File: config.mk
export PLATFORM = sky130hd
export DESIGN_NAME = ophd_trigger_regs
export DESIGN_NICKNAME = d
export VERILOG_FILES = /design/src/rtl/ophd_trigger_regs.sv
export SDC_FILE = /design/constraint.sdc
export NUM_CORES = 1
export LEC_CHECK = 0
export ABC_AREA = 1
export CAP_MARGIN = 20
export CORE_ASPECT_RATIO = 0.8
export CORE_MARGIN = 8
export CORE_UTILIZATION = 35
export DETAILED_ROUTE_END_ITERATION = 10
export GPL_TIMING_DRIVEN = 0
export PLACE_DENSITY = 0.72
export SETUP_SLACK_MARGIN = 0.02
export SLEW_MARGIN = 20
export SYNTH_ARGS = -nofsm -noshare
export SYNTH_HDL_FRONTEND = slang
export SYNTH_SLANG_ARGS = --single-unit
File: constraint.sdc
create_clock -name Clk -period 1 [get_ports Clk]
set_input_delay 0.1 -clock Clk [delete_from_list [all_inputs] [get_ports Clk]]
set_output_delay 0.1 -clock Clk [all_outputs]
set_load 0.02 [all_outputs]
File: src/rtl/ophd_trigger_regs.sv
// Interrupt trigger and interrupt-state registers ahead of the ophd decoder.
// Optional macro OPHD_NMI_FILTER_EN adds a 2-high/2-low qualifier on the NMI edge detector.
module ophd_trigger_regs #(
    parameter int SYNC_STAGES = 2,
    parameter int EI_DELAY    = 2
) (
    input  logic       Clk,
    input  logic       Reset,
    input  logic       NMI_n,
    input  logic       INT_n,
    input  logic       BUSRQ_n,
    input  logic       P2_OpEnd,
    input  logic       P2_Set_IFF,
    input  logic       P2_Reset_IFF,
    input  logic       P2_Reset_IFF1,
    input  logic       P2_Reset_IFF2,
    input  logic       P2_EvacuateIFF,
    input  logic       P2_RestoreIFF,
    input  logic       P2_Set_IM,
    input  logic [1:0] IM_sel,
    input  logic       P2_Reset_TNMI,
    input  logic       P2_Reset_TINT,
    input  logic       P2_Set_LHALT,
    input  logic       P2_Reset_LHALT,
    output logic       TNMI,
    output logic       TINT,
    output logic       BUSRQ,
    output logic       notIFF1,
    output logic       IFF2,
    output logic       IMFa,
    output logic       IMFb,
    output logic       HALT_n
);

    localparam logic [1:0] EI_LOAD = 2'(EI_DELAY);

    logic [SYNC_STAGES-1:0] nmi_sync;
    logic [SYNC_STAGES-1:0] int_sync;
    logic [SYNC_STAGES-1:0] busrq_sync;
    logic                   nmi_s;
    logic                   int_s;
    logic                   busrq_s;
    logic                   nmi_fall;

    logic       iff1;
    logic       iff2_q;
    logic [1:0] ei_cnt;
    logic       lhalt;
    logic       iff1_nxt;
    logic       iff2_nxt;
    logic [1:0] ei_cnt_nxt;

    // Pin synchronisers: idle (deasserted) level is 1
    always_ff @(posedge Clk or posedge Reset) begin
        if (Reset) begin
            nmi_sync   <= '1;
            int_sync   <= '1;
            busrq_sync <= '1;
        end else begin
            nmi_sync[0]   <= NMI_n;
            int_sync[0]   <= INT_n;
            busrq_sync[0] <= BUSRQ_n;
            for (int i = 1; i < SYNC_STAGES; i++) begin
                nmi_sync[i]   <= nmi_sync[i-1];
                int_sync[i]   <= int_sync[i-1];
                busrq_sync[i] <= busrq_sync[i-1];
            end
        end
    end

    assign nmi_s   = nmi_sync[SYNC_STAGES-1];
    assign int_s   = int_sync[SYNC_STAGES-1];
    assign busrq_s = busrq_sync[SYNC_STAGES-1];
    assign BUSRQ   = ~busrq_s;

`ifdef OPHD_NMI_FILTER_EN
    // hist[0] is the previous synchronised sample, hist[2] the oldest
    logic [2:0] nmi_hist;

    always_ff @(posedge Clk or posedge Reset) begin
        if (Reset) nmi_hist <= '1;
        else       nmi_hist <= {nmi_hist[1:0], nmi_s};
    end

    assign nmi_fall = nmi_hist[2] & nmi_hist[1] & ~nmi_hist[0] & ~nmi_s;
`else
    logic nmi_hist;

    always_ff @(posedge Clk or posedge Reset) begin
        if (Reset) nmi_hist <= 1'b1;
        else       nmi_hist <= nmi_s;
    end

    assign nmi_fall = nmi_hist & ~nmi_s;
`endif

    // A fresh edge beats a coincident clear so no NMI is dropped
    always_ff @(posedge Clk or posedge Reset) begin
        if (Reset) begin
            TNMI <= 1'b0;
            TINT <= 1'b0;
        end else begin
            TNMI <= nmi_fall | (TNMI & ~P2_Reset_TNMI);
            TINT <= ~int_s & ~P2_Reset_TINT;
        end
    end

    // IFF next state uses only pre-edge values, so evacuate+reset_iff1 swaps cleanly
    always_comb begin
        iff1_nxt   = iff1;
        iff2_nxt   = iff2_q;
        ei_cnt_nxt = ei_cnt;
        if (P2_Reset_IFF) begin
            iff1_nxt   = 1'b0;
            iff2_nxt   = 1'b0;
            ei_cnt_nxt = 2'd0;
        end else if (P2_Set_IFF) begin
            iff1_nxt   = 1'b1;
            iff2_nxt   = 1'b1;
            ei_cnt_nxt = EI_LOAD;
        end else begin
            if (P2_RestoreIFF)      iff1_nxt = iff2_q;
            else if (P2_Reset_IFF1) iff1_nxt = 1'b0;
            if (P2_EvacuateIFF)     iff2_nxt = iff1;
            else if (P2_Reset_IFF2) iff2_nxt = 1'b0;
            if (P2_OpEnd && ei_cnt != 2'd0) ei_cnt_nxt = ei_cnt - 2'd1;
        end
    end

    always_ff @(posedge Clk or posedge Reset) begin
        if (Reset) begin
            iff1   <= 1'b0;
            iff2_q <= 1'b0;
            ei_cnt <= 2'd0;
        end else begin
            iff1   <= iff1_nxt;
            iff2_q <= iff2_nxt;
            ei_cnt <= ei_cnt_nxt;
        end
    end

    assign notIFF1 = ~iff1 | (ei_cnt != 2'd0);
    assign IFF2    = iff2_q;

    // IM_sel 3 is reserved and leaves the mode untouched
    always_ff @(posedge Clk or posedge Reset) begin
        if (Reset) begin
            IMFa <= 1'b0;
            IMFb <= 1'b0;
        end else if (P2_Set_IM) begin
            case (IM_sel)
                2'd0: begin IMFa <= 1'b0; IMFb <= 1'b0; end
                2'd1: begin IMFa <= 1'b1; IMFb <= 1'b0; end
                2'd2: begin IMFa <= 1'b0; IMFb <= 1'b1; end
                default: ;
            endcase
        end
    end

    always_ff @(posedge Clk or posedge Reset) begin
        if (Reset)               lhalt <= 1'b0;
        else if (P2_Reset_LHALT) lhalt <= 1'b0;
        else if (P2_Set_LHALT)   lhalt <= 1'b1;
    end

    assign HALT_n = ~lhalt;

endmodule

==> results of run 1 <==
critical path: cells and delay by family, from the launching register on:
kind	cells	cell delay [ps]
adders and majority gates	1	170
buffers and inverters	2	190
DFF	1	390
and+or+nand+nor	1	50
synth_stat cells:
| cell type | instances |
|---|---|
| inv_1 | 13 |
| dfrtp_1 | 9 |
| o21a_1 | 1 |
| dfstp_2 | 7 |
| a21oi_1 | 3 |
| nand3_1 | 4 |
| ha_1 | 1 |
| o22ai_1 | 1 |
| nor2_1 | 7 |
| nor2_2 | 1 |
| nand2_1 | 15 |
kinds of logic after synthesis:
family | after synthesis | share of synthesized area (%)
flip-flops | 16 | 67.3
adder cells (fa/ha/maj) | 1 | 2.06
AND/OR/NAND/NOR | 27 | 17.9
buffers and inverters | 13 | 8.03
AO/OA/AOI/OAI | 5 | 4.73
routing by layer:
layer	routed length [um]	part of all wire [%]
met5	0	0
met4	12	0.84
met1	593	41
met2	783	55
met3	42	2.9
power by group through the flow:
stage	logic, mW	registers [mW]	clock network (mW)
after floorplan	0.0853	0.754	0
after global placement	0.247	0.733	0
after detailed placement	0.252	0.735	0
after CTS	0.244	0.723	0.440
after global routing	0.295	0.728	0.461
final	0.270	0.724	0.420
layout make-up:
class | instances | area, um^2
flip-flops and latches | 16 | 409
inverters | 13 | 48.8
multi-input cells | 33 | 165
fillers | 160 | 668
clock buffers | 4 | 36.3
well taps | 22 | 27.5
repair buffers | 30 | 272
sequential cells by signal, indices dropped and copies added, names as in the netlist:
| signal | cells |
|---|---|
| busrq_sync | 2 |
| ei_cnt | 2 |
| int_sync | 2 |
| nmi_sync | 2 |
| IFF2 | 1 |
| IMFa | 1 |
| IMFb | 1 |
| TINT | 1 |
| TNMI | 1 |
| iff1 | 1 |
| lhalt | 1 |
| nmi_hist | 1 |
final timing paths:
check,slack (ps),endpoint,from
worst min register to register,360,busrq_sync[1]$_DFF_PP1_,busrq_sync[0]$_DFF_PP1_
worst min-delay path,190,IMFb$_DFFE_PP0P_,Reset
worst max-delay path,-190,notIFF1,ei_cnt[0]$_DFFE_PP0P_
worst max register to register,-40,ei_cnt[1]$_DFFE_PP0P_,ei_cnt[0]$_DFFE_PP0P_
max in group asynchronous,430,TINT$_DFF_PP0_,Reset
min in group Clk,210,nmi_sync[0]$_DFF_PP1_,NMI_n
what timing repair did:
action,CTS,global route
endpoints found under the setup margin,10,7
setup buffers,1,3
pin swaps,1,0
endpoints found under the hold margin,0,0
cloned,0,0
resized for setup,40,5
hold buffers,0,0
per-stage QoR:
step,power (mW),setup slack [ps]
after CTS,1.41,-204
after detailed placement,0.988,-372
final,1.41,-191
after floorplan,0.840,58.0
after global routing,1.48,-253
after global placement,0.980,-354
==> results.cfg, run 1 <==
[clock_tree]
cts.sinks = 16
cts_root_buffer = clkbuf_4
numCtsBuffers = 3
clk_path_buf_depth = 2
insertion_delay_ps = 280
htreeDepth = 1
path_clk_slew_ps = 90
cts_tree = done

[floorplanning]
die_area_um2 = 3340
fp.dieH_um = 53.3
fp.dieW_um = 62.6
num_rows = 13
core_area_um2 = 1630
initial_core_util_pct = 37.4
io-pin-count = 27

[finish]
final_cell_mix = clkdlybuf4s50_1 (18), nand2_1 (13), inv_1 (12)
syn_to_final_growth_pct = 57.6
layout_commonest_cell = clkdlybuf4s50_1
num_antenna_cells = 0
drive_gt1_share_pct = 31.3
fin_nets = 117
post-route-util_pct = 58.9
fin_cells = 118
final_cell_area_um2 = 958

[outcome]
violations = setup timing
status = finished, violations left

[power_and_ir_drop]
p_leak_nw = 0.473
max-vdd-ir-drop_uv = 1050
p_clk_share_pct = 29.7
cellPowerDensity_nw_per_um2 = 1480
power_frac_comb_pct = 19.1
intPower_mw = 1.07
p_sw_mw = 0.349
p_seq_share_pct = 51.2
p_sw_share_pct = 24.7

[yosys]
yosysTopAreaCell = dfrtp_1
synth_area_um2 = 608
yosysWarnings = 0
synth_area_leaders = dfrtp_1 (37%), dfstp_2 (30%), nand2_1 (9.3%)
syn_avg_cell_area_um2 = 9.81
synth_nets = 82
synth_top_area_share_pct = 37.0
ys_types = 11
seq_area_frac_synth_pct = 67.3
synth-seq-cells = 16
syn_inst = 62

[worst_setup_path]
required_ps = 900
startpoint_type = register
worst-path-max-fanout = 2
path_cells = inv_1, ha_2, nand2_2, buf_6
reg2regPathDepth = 7
critPathKind = reg -> out
slowest_stage = dfrtp_1
cpPeakStageDelay_ps = 390
crit_path_end_kind = primary output
critical_path_arrival_ps = 1090

[sta]
whs_ps = 186
final-hold-violation-count = 0
rsz0062_at_grt = yes
slew_headroom_pct = 60.2
fmax_mhz = 840
tns_ps = -292
period_share_pct = 119
period_minus_slack_ps = 1190
maxSlewViolCount = 0
fin_ws_ps = -191
clock_skew_ps = 3.16
worst_pin_slew_ps = 596
setup_viol = 3

[placement]
post-dp-hpwl_um = 1070
dp.cells = 110
place_area_um2 = 896
gp_congestion = 0.754
port_buffers = 26

[routing]
via_per_inst = 4.21
dr.pass1.iters = 2
route.detailed.drc = 0
drt_iter0_drc = 12
wl_per_cell_um = 12.1
vias = 497
ant_nets = 0
routed_wl_um = 1430

[global_routing]
grt-busiest-layer = met2
grt_pass1_wl_um = 2280
track_usage_pct = 8.84
grt_pass1_vias = 524
grt_overflow = 0
grt_max_degree = 17
globalRouteMet2Util_pct = 17.0
use_met3_pct = 3.37
use_met1_pct = 8.67
antenna_found_initial = 0

[job]
cap_violations = 0

[worst_hold_path]
hp-class = in -> async
Note: power is estimated with default switching activity, not from simulation.
==> run 2, diff against run 1 <==
HOLD_SLACK_MARGIN = 0.02   (was unset)
==> results of run 2 <==
Final layout, timing and power as in run 1 (identical DEF).
